==> src/rtl/crossbar_pkg.sv <==
// Shared crossbar definitions: default sizes and the round-robin pick helper.
// Used by every crossbar output arbiter.
package crossbar_pkg;
    localparam int DEF_NUM_IN    = 6;
    localparam int DEF_DATA_SIZE = 32;
    localparam int MAX_IN        = 32;
    localparam int MAX_IDX_W     = 5;

    typedef struct packed {
        logic                 found;
        logic [MAX_IDX_W-1:0] idx;
    } pick_t;

    // Scan ptr, ptr+1, ... with wrap at n-1; first set request wins.
    function automatic pick_t rr_pick(
        input logic [MAX_IN-1:0]    req,
        input logic [MAX_IDX_W-1:0] ptr,
        input int                   n
    );
        pick_t p;
        int    j;
        p = '0;
        for (int k = 0; k < MAX_IN; k++) begin
            j = int'(ptr) + k;
            if (j >= n) j = j - n;
            if (k < n && !p.found && req[j[MAX_IDX_W-1:0]]) begin
                p.found = 1'b1;
                p.idx   = j[MAX_IDX_W-1:0];
            end
        end
        return p;
    endfunction
endpackage

==> src/rtl/rr_arbiter.sv <==
// Round-robin arbiter: one-hot grant from the rotating priority pointer.
// The pointer moves past the winner only when the grant is consumed.
module rr_arbiter
    import crossbar_pkg::*;
#(
    parameter  int NUM_IN = DEF_NUM_IN,
    localparam int IDX_W  = $clog2(NUM_IN)
) (
    input  logic              clk,
    input  logic              rst,
    input  logic [NUM_IN-1:0] req,
    input  logic              advance,
    output logic [NUM_IN-1:0] gnt,
    output logic [IDX_W-1:0]  gnt_idx
);
    logic [IDX_W-1:0] r_ptr;
    pick_t            w_pick;
    logic [IDX_W-1:0] w_idx;

    always_comb begin
        w_pick  = rr_pick(MAX_IN'(req), MAX_IDX_W'(r_ptr), NUM_IN);
        w_idx   = w_pick.idx[IDX_W-1:0];
        gnt     = '0;
        if (w_pick.found) gnt[w_idx] = 1'b1;
        gnt_idx = w_idx;
    end

    // Explicit wrap keeps the pointer legal for non-power-of-two NUM_IN.
    always_ff @(posedge clk) begin
        if (rst) begin
            r_ptr <= '0;
        end else if (advance && w_pick.found) begin
            if (w_idx == IDX_W'(NUM_IN - 1)) r_ptr <= '0;
            else r_ptr <= w_idx + IDX_W'(1);
        end
    end

    a_ptr_range: assert property (
        @(posedge clk) disable iff (rst) int'(r_ptr) < NUM_IN
    );
endmodule

==> src/rtl/rr_arb_mux.sv <==
// Round-robin N:1 mux with a full-throughput single-entry output register.
// One instance per crossbar destination port.
module rr_arb_mux
    import crossbar_pkg::*;
#(
    parameter  int NUM_IN    = DEF_NUM_IN,
    parameter  int DATA_SIZE = DEF_DATA_SIZE,
    localparam int IDX_W     = $clog2(NUM_IN)
) (
    input  logic                        clk,
    input  logic                        rst,
    input  logic [NUM_IN-1:0]           in_valid,
    input  logic [NUM_IN*DATA_SIZE-1:0] in_data,
    output logic [NUM_IN-1:0]           in_ready,
    output logic                        out_valid,
    output logic [DATA_SIZE-1:0]        out_data,
    output logic [IDX_W-1:0]            out_src,
    input  logic                        out_ready
);
    logic                 r_valid;
    logic [DATA_SIZE-1:0] r_data;
    logic [IDX_W-1:0]     r_src;
    logic                 w_load;
    logic                 w_any;
    logic                 w_fire;
    logic [NUM_IN-1:0]    w_gnt;
    logic [IDX_W-1:0]     w_idx;
    logic [DATA_SIZE-1:0] w_data;

    // Reset blocks new grants so nothing is handed over while clearing.
    assign w_load   = !rst && (!r_valid || out_ready);
    assign w_any    = |in_valid;
    assign w_fire   = w_load && w_any;
    assign in_ready = w_gnt & {NUM_IN{w_load}};
    assign w_data   = in_data[int'(w_idx)*DATA_SIZE +: DATA_SIZE];

    rr_arbiter #(
        .NUM_IN (NUM_IN)
    ) u_arb (
        .clk     (clk),
        .rst     (rst),
        .req     (in_valid),
        .advance (w_fire),
        .gnt     (w_gnt),
        .gnt_idx (w_idx)
    );

    always_ff @(posedge clk) begin
        if (rst) begin
            r_valid <= 1'b0;
            r_data  <= '0;
            r_src   <= '0;
        end else if (w_load) begin
            r_valid <= w_any;
            if (w_any) begin
                r_data <= w_data;
                r_src  <= w_idx;
            end
        end
    end

    assign out_valid = r_valid;
    assign out_data  = r_data;
    assign out_src   = r_src;

    a_rdy_onehot: assert property (
        @(posedge clk) $onehot0(in_ready)
    );
    a_hold: assert property (
        @(posedge clk) disable iff (rst)
        (out_valid && !out_ready) |=> ($stable(out_data) && $stable(out_src))
    );
endmodule
==> config.mk <==
export PLATFORM = sky130hd
export DESIGN_NAME = rr_arb_mux
export DESIGN_NICKNAME = d
export VERILOG_FILES = /design/src/rtl/crossbar_pkg.sv /design/src/rtl/rr_arbiter.sv /design/src/rtl/rr_arb_mux.sv
export SDC_FILE = /design/constraint.sdc
export NUM_CORES = 1
export LEC_CHECK = 0
export BUFFER_PORTS_ARGS = -buffer_cell sky130_fd_sc_hd__buf_4
export CAP_MARGIN = 0
export CORE_ASPECT_RATIO = 0.8
export CORE_MARGIN = 2
export CORE_UTILIZATION = 29
export CTS_CLUSTER_SIZE = 25
export DETAILED_ROUTE_END_ITERATION = 16
export PLACE_DENSITY = 0.55
export SYNTH_ARGS = -nofsm -noshare
export SYNTH_HDL_FRONTEND = slang
export SYNTH_SLANG_ARGS = --single-unit
==> constraint.sdc <==
create_clock -name clk -period 5.17 [get_ports clk]
set_input_delay 0.2585 -clock clk [delete_from_list [all_inputs] [get_ports clk]]
set_output_delay 0.2585 -clock clk [all_outputs]
set_load 0.02 [all_outputs]
==> results.yml, run 1 <==
placed_design:
  dp_hpwl_mm: 12.47
  portBuffers: 242
  placed_cells: 830
  gp_congestion: 0.9097
pwr:
  p_leak_nw: 2.978
  peakVddDrop_uv: 871.2
  power_density_mw_per_mm2: 866.4
clock_network:
  post_cts_resized: 0
  clk_latency_ns: 0.28
  cts.sinks: 39
  clk_pin_slew_ns: 0.06
  htree_levels: 2
  cts_buffers: 5
  cts_tree: "done"
  clock-root-buffer: "clkbuf_16"
  hold_buffers: 0
  cts_buffer_depth: 2
  postCtsSetupRepairBufs: 0
layout:
  drive_gt1_share_pct: 41.93
  antenna-diode-count: 0
  layout_commonest_cell: "buf_4"
  area_delta_synth_final_pct: 56.03
  layout_common_cells: "buf_4, mux2i_1, dfxtp_1"
  stdcell_count: 838
  nets: 881
sta:
  fin_crit_sh_pct: 88.74
  max_freq_ghz: 0.2180
  slew_headroom_pct: 44.80
  setup_tns_ns: 0
  fin_skew_ns: 0.004799
  slew_viol_final: 0
  setup_viol: 0
  worst_pin_slew_ns: 0.8216
  final_hold_viol_count: 0
  rsz0062_at_grt: "no"
  post-route-min-period_ns: 4.588
min_path:
  hp-class: "input pin to flip-flop"
  whs_path_depth: 2
  min_from: "rst"
  holdPathEnd: "u_arb.r_ptr[1]"
logic_synthesis:
  synth_cell_types: 58
  synthArstFlopShare_pct: 0
  synth.cell_area_mm2: 0.003807
  synth_edf_count: 0
  synth-main-ff-cell: "dfxtp_1"
  netlist_instances: 437
  synth_seq_cells: 39
  synth_warnings: 0
  avgSynthCellArea_um2: 8.713
  ys_seq_area_share_pct: 20.51
  synth.net_count: 656
global_route:
  antenna_found_initial: 0
  grt_pass1_vias: 4174
  grt_max_degree: 37
  grt_overflow_total: 0
  gr-usage-all-layers_pct: 21.07
  grt_pass1_wl_mm: 23.25
setup_path:
  critPathLaunchType: "flip-flop"
  required_ns: 4.91
  worst_ep_arrival_time_ns: 4.33
  r2r-end: "out_data[7]"
  worstPathMaxFanout: 34
  crit_type: "flip-flop to output pin"
  r2r_cells: 16
  end_kind: "output pin"
  worst-r2r-setup-slack_ns: 0.70
  timing.rr.start: "u_arb.r_ptr[1]"
route:
  initialDrtViolationCount: 228
  post_drt_wl_per_cell_um: 18.95
  via_per_inst: 5.098
  firstDrtPassIters: 4
  routed_wl_mm: 15.88
  remaining_drc_errors: 0
  dr_total_vias: 4272
  postRouteAntennaNets: 0
floorplanning:
  core-area_mm2: 0.01282
  die_area_mm2: 0.01407
  chipHeight_um: 106.5
  num_io_pins: 243
  initial_core_util_pct: 29.69
  die_x_um: 132.1
  rows: 37
flow_run:
  cap_violations: 0
status:
  status: "finished clean"
==> through the flow <==
stage               hold slack [ns]  cell area (um2)  total power [mW]  setup WS [ns]  util [%]
global route                 0.2170             5941             5.502         0.1944     46.33
floorplan                    0.3833             3807             3.789          1.342         -
global placement             0.4304             5767             4.761         0.8490     44.97
CTS                          0.2153             5941             5.182         0.5863     46.33
detailed placement           0.4388             5767             4.794         0.7693     44.97
finish                       0.2190             5941             5.147         0.5823     46.33
==> Yosys cell counts (all sizes together) (2+ instances only) <==
| library cell | number | area share (%) |
|---|---|---|
| o22ai | 30 | 4.9 |
| o31ai | 2 | 0.39 |
| nand3 | 2 | 0.26 |
| a211o | 31 | 7.1 |
| a211oi | 2 | 0.39 |
| a21o | 3 | 0.59 |
| nand2 | 18 | 1.8 |
| mux2 | 6 | 1.8 |
| nor3 | 37 | 4.9 |
| o221ai | 3 | 0.69 |
| a31o | 3 | 0.69 |
| and2 | 3 | 0.49 |
| ha | 18 | 5.9 |
| a21oi | 9 | 1.2 |
| a32o | 3 | 0.85 |
| nor3b | 2 | 0.39 |
| buf | 24 | 4.4 |
| nor2b | 5 | 0.82 |
| inv | 12 | 1.2 |
| nor2 | 24 | 2.4 |
| o21ai | 10 | 1.4 |
| nand2b | 9 | 1.5 |
| clkbuf | 10 | 0.99 |
| o211ai | 2 | 0.39 |
| mux2i | 103 | 27 |
| xnor2 | 4 | 1.4 |
| dfxtp | 39 | 21 |
==> worst max-delay path, stage by stage, from the launching register on <==
cell,delay [ns]
dfxtp_1,0.47
inv_1,0.21
ha_1,0.65
inv_1,0.22
ha_1,0.25
inv_1,0.05
ha_1,0.23
nand2_1,0.07
nor3_1,0.05
o21ai_0,0.32
o21ai_0,0.23
o311a_1,0.41
o21ai_4,0.22
buf_12,0.26
nand2b_1,0.16
nor2_1,0.04
buf_4,0.16
==> logic make-up (layout without fill, tap and decap cells) <==
logic type	count (synthesis)	after routing	synth area share (%)
compound gates	111	111	21.92
mux	110	110	29.44
simple gates	108	108	14.03
flops	39	39	20.51
buf+inv	46	272	6.540
xor+xnor	5	5	1.643
fa+ha+maj	18	18	5.915
==> worst max-delay path by stage <==
stage / from / endpoint / slack [ns] / cells past startpoint
floorplan: u_arb.r_ptr[0] / out_data[24] / 1.34 / 19
global placement: u_arb.r_ptr[2] / out_data[7] / 0.85 / 13
detailed placement: u_arb.r_ptr[1] / out_data[7] / 0.77 / 16
CTS: u_arb.r_ptr[1] / in_ready[2] / 0.59 / 16
global route: u_arb.r_ptr[1] / in_ready[2] / 0.19 / 16
finish: u_arb.r_ptr[1] / in_ready[1] / 0.58 / 16
==> report_power, final <==
part / switching [mW] / leakage (nW) / internal [mW]
Sequential: 0.0810 / 0.324 / 0.443
Clock: 0.128 / 0.0868 / 0.240
Combinational: 2.30 / 2.57 / 1.96
Total: 2.50 / 2.98 / 2.64
==> sequential cells by signal (all words and copies together) (netlist names) <==
register,flops
u_arb.r_ptr,3
out_data,32
out_valid,1
out_src,3
==> layer usage <==
| metal | GRT usage (%) | vias up | wire, um |
|---|---|---|---|
| li1 | - | 2115 | - |
| met1 | 27.72 | 2028 | 7038 |
| met2 | 37.05 | 123 | 7968 |
| met3 | 3.815 | 6 | 763 |
| met4 | 2.329 | 0 | 105 |
| met5 | 0 | - | 0 |
==> cell type report <==
type,count,area (um2)
Inverter,12,45.04
Timing Repair Buffer,252,1929
Multi-Input combinational cell,352,2793
Fill cell,1291,6883
Sequential cell,39,780.7
Clock inverter,2,35.03
Clock buffer,6,138.9
Tap cell,175,219.0
Power figures use the tool's default switching activity.
==> run 2: changes to the inputs <==
CELL_PAD_IN_SITES_DETAIL_PLACEMENT = 1   (was not set)
CELL_PAD_IN_SITES_GLOBAL_PLACEMENT = 1   (was not set)
PLACE_DENSITY = 0.76   (was 0.55)
==> run 2 against run 1 <==
Via count grew 3.5%. Routed wire length grew 8.1%. Clock power grew 11%. Flip-flop and latch count is the same. Worst hold slack gained 0.023 ns. Critical endpoint is now in_ready[2]. Largest power group unchanged.
==> results.yml, run 2 (synthesis gave the netlist of run 1 again) <==
route:
  initialDrtViolationCount: 171
  remaining_drc_errors: 0
  postRouteAntennaNets: 0
  via_per_inst: 5.276
  routed_wl_mm: 17.16
  post_drt_wl_per_cell_um: 20.48
  dr_total_vias: 4421
  firstDrtPassIters: 4
clock_network:
  cts.sinks: 39
  clk_latency_ns: 0.28
  clk_pin_slew_ns: 0.06
  htree_levels: 2
  cts_tree: "done"
  post_cts_resized: 0
  cts_buffers: 5
  clock-root-buffer: "clkbuf_16"
  cts_buffer_depth: 2
  postCtsSetupRepairBufs: 0
  hold_buffers: 0
sta:
  fin_crit_sh_pct: 90.93
  setup_viol: 0
  setup_ws_ns: 0.4689
  max_freq_ghz: 0.2127
  rsz0062_at_grt: "no"
  slew_viol_final: 0
  worst_pin_slew_ns: 0.9248
  fin_skew_ns: 0.005389
  setup_tns_ns: 0
  slew_headroom_pct: 38.20
  post-route-min-period_ns: 4.701
  final_hold_viol_count: 0
setup_path:
  required_ns: 4.91
  critPathLaunchType: "flip-flop"
  crit_type: "flip-flop to output pin"
  worst-r2r-setup-slack_ns: 0.56
  cp_top_family: "compound AO/OA/AOI/OAI gates"
  end_kind: "output pin"
  worstPathMaxFanout: 26
  slowest_stage: "ha_2"
  worst_ep_arrival_time_ns: 4.44
  path_cells: "inv_1 > ha_2 > inv_1 > ha_1 > inv_1 > ha_1 > nand2_1 > nor3_1 > o21ai_0 > o21ai_0 > o21ai_0 > a22o_2 > buf_4 > nand2b_1 > nor2b_1 > buf_4"
  max_stage_delay_ns: 0.56
  path_buf_inv: 5
global_route:
  gr-usage-all-layers_pct: 22.88
  grt_pass1_vias: 4534
  grt_max_degree: 59
  grt_overflow_total: 0
  antenna_found_initial: 0
  grt_pass1_wl_mm: 25.59
floorplanning:
  die_area_mm2: 0.01407
  initial_core_util_pct: 29.69
  core-area_mm2: 0.01282
  rows: 37
  die_x_um: 132.1
  num_io_pins: 243
  chipHeight_um: 106.5
layout:
  largest_reg_flops: 32
  nets: 881
  layout_common_cells: "buf_4, mux2i_1, dfxtp_1"
  drive_gt1_share_pct: 41.93
  area_delta_synth_final_pct: 55.96
  final_area_mm2: 0.005938
  layout_commonest_cell: "buf_4"
  fill_cells: 1524
  antenna-diode-count: 0
status:
  status: "finished clean"
pwr:
  power.switching_mw: 2.582
  swShare_pct: 49.58
  pwr-share-comb_pct: 82.2
  finalPower_mw: 5.208
  peakVddDrop_uv: 834.1
  internal_power_mw: 2.626
  pwr-share-seq_pct: 9.9
  p_leak_nw: 2.974
  power.share.clock_pct: 7.9
  power_density_mw_per_mm2: 877.0
placed_design:
  gp_congestion: 0.8493
  placed_area_mm2: 0.005747
  dp_hpwl_mm: 13.56
  portBuffers: 242
  pre_cts_ws_ns: 0.5143
flow_run:
  cap_violations: 0
min_path:
  hp-class: "input pin to flip-flop"
==> run 2: final cells by class <==
class	count	area, um2	area share (%)
sequential	39	780.7	13.15
inverter	12	45.04	0.7585
clock inverter	2	60.06	1.011
timing repair buffer	252	1904	32.07
multi-input combinational	352	2800	47.16
clock buffer	6	128.9	2.170
tap	175	219.0	3.687
==> run 2: path summary, 6_finish.rpt <==
path | cells after the start | to | from
setup / recovery | 16 | in_ready[2] | u_arb.r_ptr[1]
hold / removal | 3 | out_valid | in_valid[5]
setup reg to reg | 16 | out_data[26] | u_arb.r_ptr[1]
hold reg to reg | 2 | out_src[0] | out_src[0]
==> run 2: stage by stage <==
step	cells	hold WS, ns	utilization (%)
final	838	0.2418	46.31
after global routing	838	0.2429	46.31
after CTS	838	0.2331	46.29
after detailed placement	830	0.4462	44.81
after global placement	830	0.4315	44.81
after floorplan	437	0.3833	-
==> run 2: worst min-delay path, stage by stage <==
cell and delay, ns:
buf_4 0.10, nor4_1 0.04, nor2_1 0.08
==> run 2: power groups by stage <==
stage,combinational (mW),sequential [mW],clock (mW)
finish,4.28,0.515,0.411
global route,4.60,0.530,0.431
CTS,4.29,0.513,0.419
detailed placement,4.27,0.517,0
global placement,4.16,0.511,0
floorplan,3.15,0.643,0
==> run 2: layer usage <==
metal	vias up	part of all wire [%]	global-route usage (%)
met2	145	50	40.96
met4	0	2.6	6.832
met3	22	5.5	4.530
li1	2114	-	-
met1	2140	41	27.69
met5	-	0	0
